<file path="config.mk">
export PLATFORM = sky130hd
export DESIGN_NAME = csa_accum_seq_flat
export DESIGN_NICKNAME = d
export VERILOG_FILES = /design/src/rtl/csa_accum_seq_if.sv /design/src/rtl/csa_accum_seq.sv /design/src/flat_wrapper.sv
export SDC_FILE = /design/constraint.sdc
export NUM_CORES = 1
export LEC_CHECK = 0
export ABC_AREA = 1
export CORE_UTILIZATION = 55
export CTS_BUF_LIST = sky130_fd_sc_hd__clkbuf_16
export CTS_CLUSTER_DIAMETER = 200
export DETAILED_ROUTE_END_ITERATION = 16
export PLACE_DENSITY = 0.78
export SLEW_MARGIN = 15
export SYNTH_ARGS = -nofsm -noshare
export SYNTH_HDL_FRONTEND = slang
export SYNTH_SLANG_ARGS = --single-unit
export TNS_END_PERCENT = 50
</file>
<file path="constraint.sdc">
create_clock -name clk -period 2.5 [get_ports clk]
set_clock_uncertainty 0.05 [all_clocks]
set_input_delay 0.75 -clock clk [delete_from_list [all_inputs] [get_ports clk]]
set_output_delay 0.75 -clock clk [all_outputs]
set_load 0.05 [all_outputs]
</file>
<file path="src/rtl/csa_accum_seq_if.sv">
// Job/operand/result bundle for csa_accum_seq: start/abort control, operand
// valid/ready stream and result valid/ready. The master drives jobs and operands.
interface csa_accum_seq_if #(
  parameter int OPW   = 4,
  parameter int ACC_W = 12,
  parameter int CNT_W = 8
);
  logic             start;
  logic [CNT_W-1:0] num_ops;
  logic             abort;
  logic             in_valid;
  logic [OPW-1:0]   in_data;
  logic             in_ready;
  logic             out_valid;
  logic             out_ready;
  logic [ACC_W-1:0] out_sum;
  logic             ovf;
  logic             busy;

  modport master (
    output start, num_ops, abort, in_valid, in_data, out_ready,
    input  in_ready, out_valid, out_sum, ovf, busy
  );

  modport slave (
    input  start, num_ops, abort, in_valid, in_data, out_ready,
    output in_ready, out_valid, out_sum, ovf, busy
  );
endinterface

</file>
<file path="src/rtl/csa_accum_seq.sv">
// Carry-save stream accumulator: one 3:2 compression per accepted operand, then a
// single carry-propagate resolve cycle. CSA_ACCUM_SIGNED_EN selects signed operands.
module csa_accum_seq #(
  parameter int OPW   = 4,
  parameter int ACC_W = 12,
  parameter int CNT_W = 8
) (
  input  logic           clk,
  input  logic           rst_n,
  csa_accum_seq_if.slave bus
);

  typedef enum logic [1:0] {
    ST_IDLE    = 2'd0,
    ST_ACCUM   = 2'd1,
    ST_RESOLVE = 2'd2,
    ST_DONE    = 2'd3
  } state_t;

  state_t           r_state;
  logic [ACC_W-1:0] r_s;
  logic [ACC_W-1:0] r_c;
  logic [CNT_W-1:0] r_rem;
  logic             r_sticky;
  logic [ACC_W-1:0] r_out_sum;
  logic             r_ovf;
  logic             r_in_ready;
  logic             r_out_valid;
  logic             r_busy;

  logic [ACC_W-1:0] w_x;
  logic [ACC_W-1:0] w_maj;
  logic [ACC_W:0]   w_total;
  logic             w_xfer;

`ifdef CSA_ACCUM_SIGNED_EN
  assign w_x = ACC_W'($signed(bus.in_data));
`else
  assign w_x = ACC_W'(bus.in_data);
`endif

  assign w_maj   = (r_s & r_c) | (r_s & w_x) | (r_c & w_x);
  assign w_total = {1'b0, r_s} + {1'b0, r_c};
  assign w_xfer  = bus.in_valid && r_in_ready;

  assign bus.in_ready  = r_in_ready;
  assign bus.out_valid = r_out_valid;
  assign bus.out_sum   = r_out_sum;
  assign bus.ovf       = r_ovf;
  assign bus.busy      = r_busy;

  // NOTE: all state and the handshake outputs are written with <= in this one
  // block; each output is set from the state being entered so it is registered.
  always_ff @(posedge clk or negedge rst_n) begin
    if (!rst_n) begin
      r_state     <= ST_IDLE;
      r_s         <= '0;
      r_c         <= '0;
      r_rem       <= '0;
      r_sticky    <= 1'b0;
      r_out_sum   <= '0;
      r_ovf       <= 1'b0;
      r_in_ready  <= 1'b0;
      r_out_valid <= 1'b0;
      r_busy      <= 1'b0;
    end else if (bus.abort) begin
      // Abort beats transfers and out_ready; the last result stays readable.
      r_state     <= ST_IDLE;
      r_s         <= '0;
      r_c         <= '0;
      r_rem       <= '0;
      r_sticky    <= 1'b0;
      r_in_ready  <= 1'b0;
      r_out_valid <= 1'b0;
      r_busy      <= 1'b0;
    end else begin
      unique case (r_state)
        ST_IDLE: begin
          if (bus.start && (bus.num_ops != '0)) begin
            r_state    <= ST_ACCUM;
            r_rem      <= bus.num_ops;
            r_s        <= '0;
            r_c        <= '0;
            r_sticky   <= 1'b0;
            r_in_ready <= 1'b1;
            r_busy     <= 1'b1;
          end else if (bus.start) begin
            r_state     <= ST_DONE;
            r_out_sum   <= '0;
            r_ovf       <= 1'b0;
            r_out_valid <= 1'b1;
            r_busy      <= 1'b1;
          end
        end
        ST_ACCUM: begin
          if (w_xfer) begin
            r_s   <= r_s ^ r_c ^ w_x;
            r_c   <= {w_maj[ACC_W-2:0], 1'b0};
            r_rem <= r_rem - CNT_W'(1);
            // A carry shifted past the top bit means the true total exceeds ACC_W.
            if (w_maj[ACC_W-1]) r_sticky <= 1'b1;
            if (r_rem == CNT_W'(1)) begin
              r_state    <= ST_RESOLVE;
              r_in_ready <= 1'b0;
            end
          end
        end
        ST_RESOLVE: begin
          r_out_sum   <= w_total[ACC_W-1:0];
`ifdef CSA_ACCUM_SIGNED_EN
          r_ovf       <= 1'b0;
`else
          r_ovf       <= r_sticky | w_total[ACC_W];
`endif
          r_state     <= ST_DONE;
          r_out_valid <= 1'b1;
        end
        ST_DONE: begin
          if (bus.out_ready) begin
            r_state     <= ST_IDLE;
            r_out_valid <= 1'b0;
            r_busy      <= 1'b0;
          end
        end
        default: r_state <= ST_IDLE;
      endcase
    end
  end

endmodule
</file>
<file path="src/flat_wrapper.sv">
// flat-port wrapper written by rule: the top's interface ports become plain ports
module csa_accum_seq_flat 
#(
  parameter int OPW   = 4,
  parameter int ACC_W = 12,
  parameter int CNT_W = 8
)
  (clk, rst_n, bus_start, bus_num_ops, bus_abort, bus_in_valid, bus_in_data, bus_out_ready, bus_in_ready, bus_out_valid, bus_out_sum, bus_ovf, bus_busy);
  csa_accum_seq_if #(.OPW(OPW), .ACC_W(ACC_W), .CNT_W(CNT_W)) bus_i ();
  input  logic clk;
  input  logic rst_n;
  input wire logic [$bits(bus_i.start)-1:0] bus_start;
  input wire logic [$bits(bus_i.num_ops)-1:0] bus_num_ops;
  input wire logic [$bits(bus_i.abort)-1:0] bus_abort;
  input wire logic [$bits(bus_i.in_valid)-1:0] bus_in_valid;
  input wire logic [$bits(bus_i.in_data)-1:0] bus_in_data;
  input wire logic [$bits(bus_i.out_ready)-1:0] bus_out_ready;
  output wire logic [$bits(bus_i.in_ready)-1:0] bus_in_ready;
  output wire logic [$bits(bus_i.out_valid)-1:0] bus_out_valid;
  output wire logic [$bits(bus_i.out_sum)-1:0] bus_out_sum;
  output wire logic [$bits(bus_i.ovf)-1:0] bus_ovf;
  output wire logic [$bits(bus_i.busy)-1:0] bus_busy;
  assign bus_i.start = bus_start;
  assign bus_i.num_ops = bus_num_ops;
  assign bus_i.abort = bus_abort;
  assign bus_i.in_valid = bus_in_valid;
  assign bus_i.in_data = bus_in_data;
  assign bus_i.out_ready = bus_out_ready;
  assign bus_in_ready = bus_i.in_ready;
  assign bus_out_valid = bus_i.out_valid;
  assign bus_out_sum = bus_i.out_sum;
  assign bus_ovf = bus_i.ovf;
  assign bus_busy = bus_i.busy;
  csa_accum_seq #(.OPW(OPW), .ACC_W(ACC_W), .CNT_W(CNT_W)) u_core (.clk(clk), .rst_n(rst_n), .bus(bus_i));
endmodule
</file>
---- Word-level counts from Yosys, hierarchy flattened ----
Index checks and enable logic that the tools add are counted.
word-level totals
  flip-flop bits (word level) ............. 51
  memory bits (read-only) ................. 0
  input bits .............................. 18
  bits in latches ......................... 0
  memory bits (writable) .................. 0
  memories ................................ 0
  output and inout port bits .............. 16
operators by class
  div/mod/pow operators ................... 0
  mux-type cells .......................... 42
  order comparisons ....................... 0
  shift-type cells ........................ 0
  eq/ne operators ......................... 14
  reduce and logical (&&, ||, !) cells .... 15
  $add $sub $neg .......................... 2
  bitwise logic cells ..................... 9
  multipliers ............................. 0
operator list
  cell                                                                 number
  12-bit two-way mux                                                   7
  12-bit one-hot mux with 2 select lines                               3
  12-bit by 4-bit AND with 12-bit output                               2
  8-bit two-way mux                                                    3
  12-bit OR                                                            2
  4-bit AND reduction                                                  5
  1-bit two-way mux                                                    16
  8-bit one-hot mux with 2 select lines                                1
  12-bit by 12-bit adder with 13-bit output                            1
  12-bit AND                                                           1
  2-bit two-way mux                                                    6
  3-bit by 2-bit != test with 1-bit output (second input constant)     4
  12-bit XOR                                                           1
  12-bit by 4-bit XOR with 12-bit output                               1
  3-bit != test (second input constant)                                3
  8-bit by 1-bit == test with 1-bit output (second input constant)     1
  1-bit one-hot mux with 2 select lines                                4
  2-bit one-hot mux with 4 select lines                                1
  8-bit nonzero test                                                   1
  8-bit by 1-bit subtractor with 8-bit output (second input constant)  1
  3-bit AND reduction                                                  2
  3-bit nonzero test                                                   2
  2-bit == test (second input constant)                                2
  2-bit != test (second input constant)                                2
  9 further kinds                                                      10

---- Logic depth before layout (Yosys ltp) ----
Gate-level depths: netlist of run 1.
  depth in word-level cells ............... 7
  gate-level depth with buffers ........... 12
  gate-level depth less buffers ........... 11

---- Least setup slack after synthesis of run 1 ----
Ideal clock, no wire load.
  path kind ............................... input-to-reg
  start ................................... in bus_num_ops[2]
  end ..................................... reg u_core.r_s[10]
  setup slack ............................. 664 ps
  stages on the path ...................... 9
  buffers on the path ..................... 1
  data arrival time ....................... 1669 ps
  cells stage by stage .................... nor2_1 -> nand2_1 -> o21ai_0 -> nand2_4 -> nand2_8 -> nor2_8 -> buf_6 -> nand2_1 -> nand2_1
between the ends
  word-level cells in the longest chain between the ends .. 4
ends and longest elaborated chain
  item                                                       line                 RTL
  start: declaration                                         flat_wrapper.sv:13   input wire logic [$bits(bus_i.num_ops)-1:0] bus_num_ops;
  8-bit nonzero test                                         csa_accum_seq.sv:79  if (bus.start && (bus.num_ops != '0)) begin
  1-bit logical AND                                          csa_accum_seq.sv:79
  3-bit by 2-bit != test with 1-bit output (no source line)  --
  3-bit AND reduction (no source line)                       --
  end signal: assignment                                     csa_accum_seq.sv:97  r_s <= r_s ^ r_c ^ w_x;
  end: declaration                                           csa_accum_seq.sv:21  logic [ACC_W-1:0] r_s;
Every way passes these cells.
A chain may end at the register's enable or synchronous reset.

---- Final worst setup path of run 1 ----
  start ................................... reg u_core.r_in_ready, in the netlist u_core.bus.in_ready
  end ..................................... out bus_in_ready
RTL lines
  item                      line                 RTL
  start: declaration        csa_accum_seq.sv:27  logic r_in_ready;
  start signal: assignment  csa_accum_seq.sv:63  r_in_ready <= 1'b0;
  start signal: assignment  csa_accum_seq.sv:73  r_in_ready <= 1'b0;
  start signal: assignment  csa_accum_seq.sv:85  r_in_ready <= 1'b1;
  end: declaration          flat_wrapper.sv:18   output wire logic [$bits(bus_i.in_ready)-1:0] bus_in_ready;
No word-level cell between the ends.

==> results of run 1 <==
flip-flops by register name, indices dropped and copies added, names as in the netlist:
register              flops
u_core.bus.out_sum       12
u_core.r_s               12
u_core.r_c               11
u_core.r_rem              8
u_core.r_state            2
u_core.bus.busy           1
u_core.bus.in_ready       1
u_core.bus.out_valid      1
u_core.bus.ovf            1
u_core.r_sticky           1
power by group:
group	internal, mW	total, mW	switching (mW)
logic	0.399	1.16	0.761
registers	0.926	1.03	0.103
clock network	0.370	0.661	0.290
Yosys cell counts:
cell	number	area (um^2)
nand2_2	7	43.8
nand2_8	1	20.0
inv_2	1	3.75
xnor2_1	3	26.3
nand2_1	193	724
o21ai_0	17	85.1
xor2_1	3	26.3
a31oi_1	1	6.26
or2_2	1	6.26
fa_1	4	80.1
nor2_2	2	12.5
nor2_4	1	11.3
o21ai_1	4	20.0
nand3b_1	4	30.0
nor3_1	1	5.00
buf_6	5	56.3
inv_4	1	6.26
buf_2	1	5.00
nor2_8	1	20.0
a22oi_1	2	15.0
nor2_1	24	90.1
ha_1	18	225
nand2_4	1	11.3
nand3_1	23	115
inv_1	36	135
dfrtp_1	50	1250
nand4_1	5	31.3
a21oi_1	6	30.0
worst min path at each step:
stage	endpoint	slack, ns	startpoint
4_1_cts	u_core.bus.ovf$_DFFE_PN0P_	0.43	u_core.bus.ovf$_DFFE_PN0P_
3_5_place_dp	u_core.bus.out_sum[10]$_DFFE_PN0P_	0.42	u_core.bus.out_sum[10]$_DFFE_PN0P_
2_1_floorplan	u_core.bus.busy$_DFFE_PN0P_	0.40	rst_n
6_report	u_core.bus.out_sum[8]$_DFFE_PN0P_	0.43	u_core.bus.out_sum[8]$_DFFE_PN0P_
5_1_grt	u_core.r_s[5]$_DFFE_PN0P_	0.46	u_core.r_s[5]$_DFFE_PN0P_
3_3_place_gp	u_core.bus.out_sum[2]$_DFFE_PN0P_	0.41	u_core.bus.out_sum[2]$_DFFE_PN0P_
placed cells by master (no fill, tap or decap), drive strengths merged, types with 3 or more instances in the layout:
cell type | netlist | final
dfrtp | 50 | 50
clkdlybuf4s50 | 0 | 32
nor2 | 28 | 28
fa | 4 | 4
buf | 6 | 6
a21oi | 6 | 6
nand4 | 5 | 5
nand2 | 202 | 202
clkbuf | 0 | 5
inv | 38 | 38
xor2 | 3 | 3
ha | 18 | 18
xnor2 | 3 | 3
nand3 | 23 | 23
o21ai | 21 | 21
nand3b | 4 | 4
per-layer routing:
| metal | vias to the layer above | part of all wire | track usage | routed length, um |
|---|---|---|---|---|
| li1 | 1382 | - | - | - |
| met1 | 1198 | 0.51 | 0.336 | 3230 |
| met2 | 50 | 0.45 | 0.388 | 2850 |
| met3 | 9 | 0.037 | 0.0417 | 234 |
| met4 | 0 | 0.0074 | 0.0679 | 47 |
| met5 | - | 0 | 0 | 0 |
per-stage QoR:
stage                     hold slack (ns)  instance area, um^2  cells
after floorplan                     0.403                 3090    416
after global placement              0.412                 3480    518
after detailed placement            0.416                 3480    518
after CTS                           0.432                 3630    526
after global routing                0.458                 3630    526
final                               0.433                 3630    526
cell families (layout without fill, tap and decap cells):
group,after synthesis,count (layout),share of synthesized area
fa+ha+maj,22,22,0.0987
xor+xnor,6,6,0.0170
buf+inv,44,84,0.0667
flops,50,50,0.405
compound gates,30,30,0.0506
simple gates,264,264,0.362
layout make-up:
cell class | instances | area [um^2] | share of cell area
Multi-Input combinational cell | 322 | 1640 | 0.451
Sequential cell | 50 | 1250 | 0.345
Timing Repair Buffer | 38 | 363 | 0.100
Inverter | 38 | 145 | 0.0400
Clock buffer | 5 | 125 | 0.0345
Tap cell | 70 | 87.6 | 0.0241
Clock inverter | 3 | 21.3 | 0.00586
==> impl_metrics.tcl, run 1 <==
set metrics [dict create \
    netlist_area_um2 3090 \
    grt_pass1_vias 2636 \
    port_buffers 33 \
    ios 34 \
    dpl.hpwl_mm 4.76 \
    die_w_um 77.0 \
    arrival_ns 1.50 \
    ir_worst_vdd_mv 0.477 \
    vias 2639 \
    htreeDepth 2 \
    fin_util 0.689 \
    start_util 0.587 \
    drtPass1Iterations 5 \
    cts.sinks 50 \
    synth_cells 416 \
    clockBufferDepth 2 \
    grt_start_max_net_pins 51 \
    ys_types 28 \
    end_kind "output port" \
    leakage_nw 1.98 \
    final_max_slew_viol_count 0 \
    finalSetupTns_ns 0 \
    cap_violations 0 \
    cp_num_cells 1 \
    nets 495 \
    reg2regPathDepth 9 \
    period_needed_ns 2.30 \
    drt_first_iter_violations 175 \
    worstPathRequired_ns 1.70 \
    drc 0 \
    r2r_end "u_core.r_state[1]$_DFFE_PN0P_" \
    cp-startpoint "u_core.bus.in_ready$_DFFE_PN0P_" \
    ys_ff_latch 50 \
    path_clk_slew_ns 0.06 \
    antenna_found_initial 0 \
    die_h_um 77.0 \
    finalSetupViolCount 0 \
    setup_slack_ns 0.202 \
    routed_via_density 5.02 \
    num_rows 26 \
    rrSetupSlack_ns 0.49 \
    crit_chain "clkdlybuf4s50_1" \
    cp_slowest_stage_delay_ns 0.82 \
    hold_path.class "reg -> reg" \
    period_share 0.919 \
    cts_setup_buffers 0 \
    grt-ovfl-total 0 \
    power_density_nw_per_um2 785 \
    holdPathStages 2 \
    avgSynthCellArea_um2 7.44 \
    grt_pass1_wl_mm 11.4 \
    critPathBufInv 1 \
    cts-root-buf "clkbuf_16" \
    ys_warn_count 0 \
    rsz0062_at_grt "no" \
    cp_slowest_cell "clkdlybuf4s50_1" \
    ant_nets 0 \
    coreArea_um2 5270 \
    crit_family "buffers and inverters" \
    path_max_fanout 3 \
    drive_gt1_frac 0.0658 \
    pre_cts_slack_ns 0.0347 \
    numCtsBuffers 5 \
    num-fill-cells 463 \
    yosysSeqAreaShare 0.405 \
    antenna_cells 0 \
    critPathKind "reg -> out" \
    endpoint "bus_in_ready" \
    clk_latency_ns 0.29 \
    finalHoldViolations 0 \
    fmax_mhz 435 \
    dieArea_um2 5930 \
    wl_mm 6.36 \
    syn_nets 456 \
    cp-start-kind "register" \
    tightest_slew_ns 0.613 \
    outcome "finished, final reports clean" \
    avgRoutedWirePerCell_um 12.1 \
    cts_tree "done" \
    slew_headroom 0.592 \
    r2r_start "u_core.r_state[1]$_DFFE_PN0P_" \
    total_power_mw 2.85 \
    grt_util_all_layers 0.241 \
    areaGrowthSynthToFinish_pct 17.3 \
    gp_congestion 0.885 \
    postCtsHoldBufs 0 \
    cts_resized 0 \
]
Power figures use the tool's default switching activity.
==> run 2: changes to the inputs <==
--- a/config.mk
+++ b/config.mk
@@ -10,7 +10,8 @@
 export CTS_BUF_LIST = sky130_fd_sc_hd__clkbuf_16
 export CTS_CLUSTER_DIAMETER = 200
 export DETAILED_ROUTE_END_ITERATION = 16
-export PLACE_DENSITY = 0.78
+export DONT_BUFFER_PORTS = 1
+export PLACE_DENSITY = 0.7
 export SLEW_MARGIN = 15
 export SYNTH_ARGS = -nofsm -noshare
 export SYNTH_HDL_FRONTEND = slang
==> run 2 against run 1 <==
  * Non-clock buffer count fell by 36
  * Global-route usage fell by 0.37 points
  * Sequential share of layout area rose by 3.5 points
  * Routed wire length fell by 2.2%
  * Cell count fell by 6.8%
  * Power fell by 2.1%
  * Sequential cell count did not move
  * Worst hold slack got worse by 0.32 ns
  * Via count fell by 3.4%
  * Sequential power rose by 8%
  * Critical path type is now reg -> reg
  * Largest cell class unchanged
==> impl_metrics.tcl, run 2 (same netlist as run 1, synthesis figures left out) <==
set metrics [dict create \
    outcome "finished, final reports clean" \
    avgRoutedWirePerCell_um 12.7 \
    clockBufferDepth 2 \
    numCtsBuffers 5 \
    worstPathRequired_ns 2.63 \
    finalHoldViolations 0 \
    areaGrowthSynthToFinish_pct 6.59 \
    hold_path.class "in -> async" \
    leakage_nw 1.86 \
    nets 459 \
    drive_gt1_frac 0.0571 \
    dieArea_um2 5930 \
    htreeDepth 2 \
    final_cell_area_um2 3300 \
    arrival_ns 2.20 \
    rsz0062_at_grt "no" \
    clk_latency_ns 0.28 \
    tightest_slew_ns 0.482 \
    drt_first_iter_violations 141 \
    port_buffers 0 \
    grt-ovfl-total 0 \
    cts_resized 0 \
    critPathKind "reg -> reg" \
    place_area_um2 3130 \
    fmax_mhz 482 \
    final_common_cell "nand2_1" \
    period_needed_ns 2.07 \
    power_density_nw_per_um2 846 \
    cts.sinks 50 \
    ir_worst_vdd_mv 0.523 \
    path_max_fanout 35 \
    cts_tree "done" \
    end_kind "register" \
    power_frac_seq 0.399 \
    regArea_um2 1250 \
    die_h_um 77.0 \
    grt_util_all_layers 0.238 \
    vias 2548 \
    gp_congestion 0.844 \
    internal_power_mw 1.70 \
    dpl.hpwl_mm 4.59 \
    antenna_found_initial 0 \
    final_max_slew_viol_count 0 \
    p_comb_frac 0.337 \
    layout_common_cells "nand2_1, dfrtp_1, inv_1" \
    drtPass1Iterations 4 \
    start_util 0.587 \
    p_switching_mw 1.09 \
    clockPowerShare 0.263 \
    grt_start_max_net_pins 51 \
    multi_input_area_um2 1640 \
    switching_share 0.390 \
    finalSetupViolCount 0 \
    total_power_mw 2.79 \
    drc 0 \
    postCtsHoldBufs 0 \
    cts-root-buf "clkbuf_16" \
    antenna_cells 0 \
    grt_pass1_wl_mm 11.4 \
    num-fill-cells 485 \
    wl_mm 6.22 \
    die_w_um 77.0 \
    coreArea_um2 5270 \
    grt_pass1_vias 2450 \
    ios 34 \
    num_rows 26 \
    finalSetupTns_ns 0 \
    path_clk_slew_ns 0.06 \
    ant_nets 0 \
    cts_setup_buffers 0 \
    cap_violations 0 \
    cp-start-kind "register" \
    routed_via_density 5.20 \
    slew_headroom 0.679 \
    period_share 0.830 \
]
## run 2: final timing paths
path                                          startpoint                     endpoint  slack [ns]  cells after the start
max in group asynchronous                          rst_n    u_core.r_s[6]$_DFFE_PN0P_        2.21                      0
max                        u_core.r_state[1]$_DFFE_PN0P_  u_core.r_rem[5]$_DFFE_PN0P_        0.43                     11
max reg2reg                u_core.r_state[1]$_DFFE_PN0P_  u_core.r_rem[5]$_DFFE_PN0P_        0.43                     11
min reg2reg                    u_core.r_s[9]$_DFFE_PN0P_    u_core.r_s[9]$_DFFE_PN0P_        0.44                      2
min                                                rst_n  u_core.r_rem[4]$_DFFE_PN0P_        0.11                      0
min in group clk               u_core.r_s[9]$_DFFE_PN0P_    u_core.r_s[9]$_DFFE_PN0P_        0.44                      2
## run 2: through the flow
step	cells	setup slack (ns)	hold slack, ns	util
final	490	0.426	0.108	0.626
after global placement	482	0.392	0.405	0.595
after global routing	490	0.226	0.0957	0.626
after floorplan	416	0.664	0.403	-
after detailed placement	482	0.357	0.405	0.595
after CTS	490	0.424	0.101	0.626
## run 2: power groups by stage
stage,Sequential (mW),Clock (mW),Combinational (mW)
6_report,1.11,0.735,0.941
5_1_grt,1.13,0.782,1.09
4_1_cts,1.11,0.756,0.949
3_5_place_dp,1.13,0,0.944
3_3_place_gp,1.12,0,0.930
2_1_floorplan,1.13,0,0.805
## run 2: layout make-up
type | instances | share of cell area
Inverter | 38 | 0.0440
Clock buffer | 5 | 0.0380
Tap cell | 70 | 0.0266
Timing Repair Buffer | 2 | 0.00455
Multi-Input combinational cell | 322 | 0.496
Sequential cell | 50 | 0.380
Clock inverter | 3 | 0.0114
## run 2: worst max-delay path, cell delays in order, from the launching register on
cell     delay [ns]
dfrtp_1        0.40
inv_1          0.10
ha_1           0.38
inv_4          0.11
nor2_4         0.16
nand2_2        0.08
nand2_2        0.06
inv_2          0.06
nand2_8        0.20
inv_1          0.19
nand3_1        0.11
nand2_1        0.05
## run 2: routing by layer
metal / track usage / up-vias / part of all wire
met5: 0 / - / 0
met3: 0.0369 / 8 / 0.049
met4: 0.0604 / 0 / 0.0095
met1: 0.353 / 1170 / 0.52
li1: - / 1312 / -
met2: 0.362 / 58 / 0.42
==> run 3: changes to the inputs <==
--- a/config.mk
+++ b/config.mk
@@ -11,7 +11,7 @@
 export CTS_CLUSTER_DIAMETER = 200
 export DETAILED_ROUTE_END_ITERATION = 16
 export DONT_BUFFER_PORTS = 1
-export PLACE_DENSITY = 0.7
+export PLACE_DENSITY = 0.73
 export SLEW_MARGIN = 15
 export SYNTH_ARGS = -nofsm -noshare
 export SYNTH_HDL_FRONTEND = slang
==> constraint.sdc (replaced) <==
create_clock -name clk -period 1.75 [get_ports clk]
set_clock_uncertainty 0.05 [all_clocks]
set_input_delay 0.525 -clock clk [delete_from_list [all_inputs] [get_ports clk]]
set_output_delay 0.525 -clock clk [all_outputs]
set_load 0.05 [all_outputs]
==> run 3 against run 2 <==
  * Critical path type unchanged
  * The run now ends with negative hold slack left
  * Highest routed layer unchanged
  * Largest power group is now combinational logic
  * Die area unchanged
  * Final area up 8.0%
  * Critical path depth stayed put
  * Largest cell class unchanged
==> impl_metrics.tcl, run 3 (same netlist as run 1, synthesis figures left out) <==
set metrics [dict create \
    final_common_cell "nand2_1" \
    ir_worst_vdd_mv 0.881 \
    cts_tree "done" \
    rsz0062_at_grt "yes" \
    path_clk_slew_ns 0.06 \
    drc 0 \
    drive_gt1_frac 0.151 \
    crit_chain "inv_1 > ha_2 > inv_4 > nor2_4 > nand2_2 > nand2_2 > inv_2 > nand2_8 > inv_1 > nand2_1 > nand3_1" \
    violations "negative hold slack" \
    leakage_nw 1.96 \
    gp_congestion 0.876 \
    grt_start_max_net_pins 51 \
    start_util 0.587 \
    end_kind "register" \
    period_needed_ns 1.68 \
    arrival_ns 1.79 \
    final_max_slew_viol_count 0 \
    ant_nets 0 \
    total_power_mw 4.23 \
    power_density_nw_per_um2 1190 \
    grt_pass1_wl_mm 11.4 \
    coreArea_um2 5270 \
    clk_latency_ns 0.29 \
    period_share 0.958 \
    drtPass1Iterations 4 \
    clockBufferDepth 2 \
    grt-ovfl-total 0 \
    grt_util_all_layers 0.246 \
    dieArea_um2 5930 \
    cts.sinks 50 \
    ios 34 \
    wl_mm 6.68 \
    fmax_mhz 596 \
    routed_via_density 5.17 \
    finalHoldViolations 50 \
    antenna_found_initial 0 \
    critPathKind "reg -> reg" \
    antenna_cells 0 \
    dpl.hpwl_mm 4.91 \
    drt_first_iter_violations 190 \
    fin_util 0.676 \
    layout_common_cells "nand2_1, dfrtp_1, inv_1" \
    die_h_um 77.0 \
    grt_pass1_vias 2502 \
    worstPathRequired_ns 1.87 \
    hold_path.class "in -> async" \
    nets 482 \
    setup_slack_ns 0.0735 \
    areaGrowthSynthToFinish_pct 15.2 \
    cp_slowest_stage_delay_ns 0.38 \
    critPathBufInv 4 \
    cp_slowest_cell "dfrtp_1" \
    port_buffers 0 \
    whs_ns -0.123 \
    finalSetupViolCount 0 \
    path_max_fanout 8 \
    num_rows 26 \
    die_w_um 77.0 \
    tightest_slew_ns 0.483 \
    slew_headroom 0.678 \
    pre_cts_slack_ns -0.0330 \
    crit_family "simple AND/OR/NAND/NOR gates" \
    cap_violations 0 \
    cts-root-buf "clkbuf_16" \
    avgRoutedWirePerCell_um 13.0 \
    vias 2650 \
    cp-start-kind "register" \
    htreeDepth 2 \
    numCtsBuffers 5 \
    rrSetupSlack_ns 0.07 \
    outcome "finished, violations left" \
]
-- run 3: cell type report --
cell class,instances,area (um^2)
sequential,50,1250
multi-input combinational,322,1710
tap,70,87.6
clock inverter,3,12.5
clock buffer,5,125
inverter,38,145
timing repair buffer,25,225
fill,480,1710
-- run 3: timing repair --
action / in CTS / in global routing
buffers inserted: 0 / 1
endpoints found under the hold margin: 50 / 50
gates resized for setup: 4 / 22
endpoints found under the setup margin: 4 / 49
pin swaps: 0 / 3
-- run 3: power breakdown --
part           leakage [nW]  total [mW]  switching, mW  internal, mW
Clock                0.0724       0.925          0.407         0.517
Combinational          1.21        1.72           1.04         0.681
Sequential            0.681        1.58          0.264          1.32
-- run 3: per-layer routing --
layer	global-route usage	routed length, um
met1	0.354	3320
met2	0.383	2940
met3	0.0417	344
met4	0.0698	74
met5	0	0
-- run 3: final timing paths --
kind / from / to / cells past startpoint
worst min register to register: u_core.r_c[10]$_DFFE_PN0P_ / u_core.r_c[10]$_DFFE_PN0P_ / 2
min in group clk: bus_abort / u_core.r_state[0]$_DFFE_PN0P_ / 3
max in group asynchronous: rst_n / u_core.r_c[2]$_DFFE_PN0P_ / 0
worst max-delay path: u_core.r_state[1]$_DFFE_PN0P_ / u_core.r_rem[7]$_DFFE_PN0P_ / 11
worst min-delay path: rst_n / u_core.bus.busy$_DFFE_PN0P_ / 0
worst max register to register: u_core.r_state[1]$_DFFE_PN0P_ / u_core.r_rem[7]$_DFFE_PN0P_ / 11
-- run 3: through the flow --
stage                     cells  area, um^2  hold slack (ns)  TNS, ns
after floorplan             416        3100            0.179        0
after global placement      504        3340            0.180        0
after detailed placement    504        3340            0.180  -0.0653
after CTS                   512        3490           -0.127        0
after global routing        513        3560           -0.134    -1.09
final                       513        3560           -0.123        0
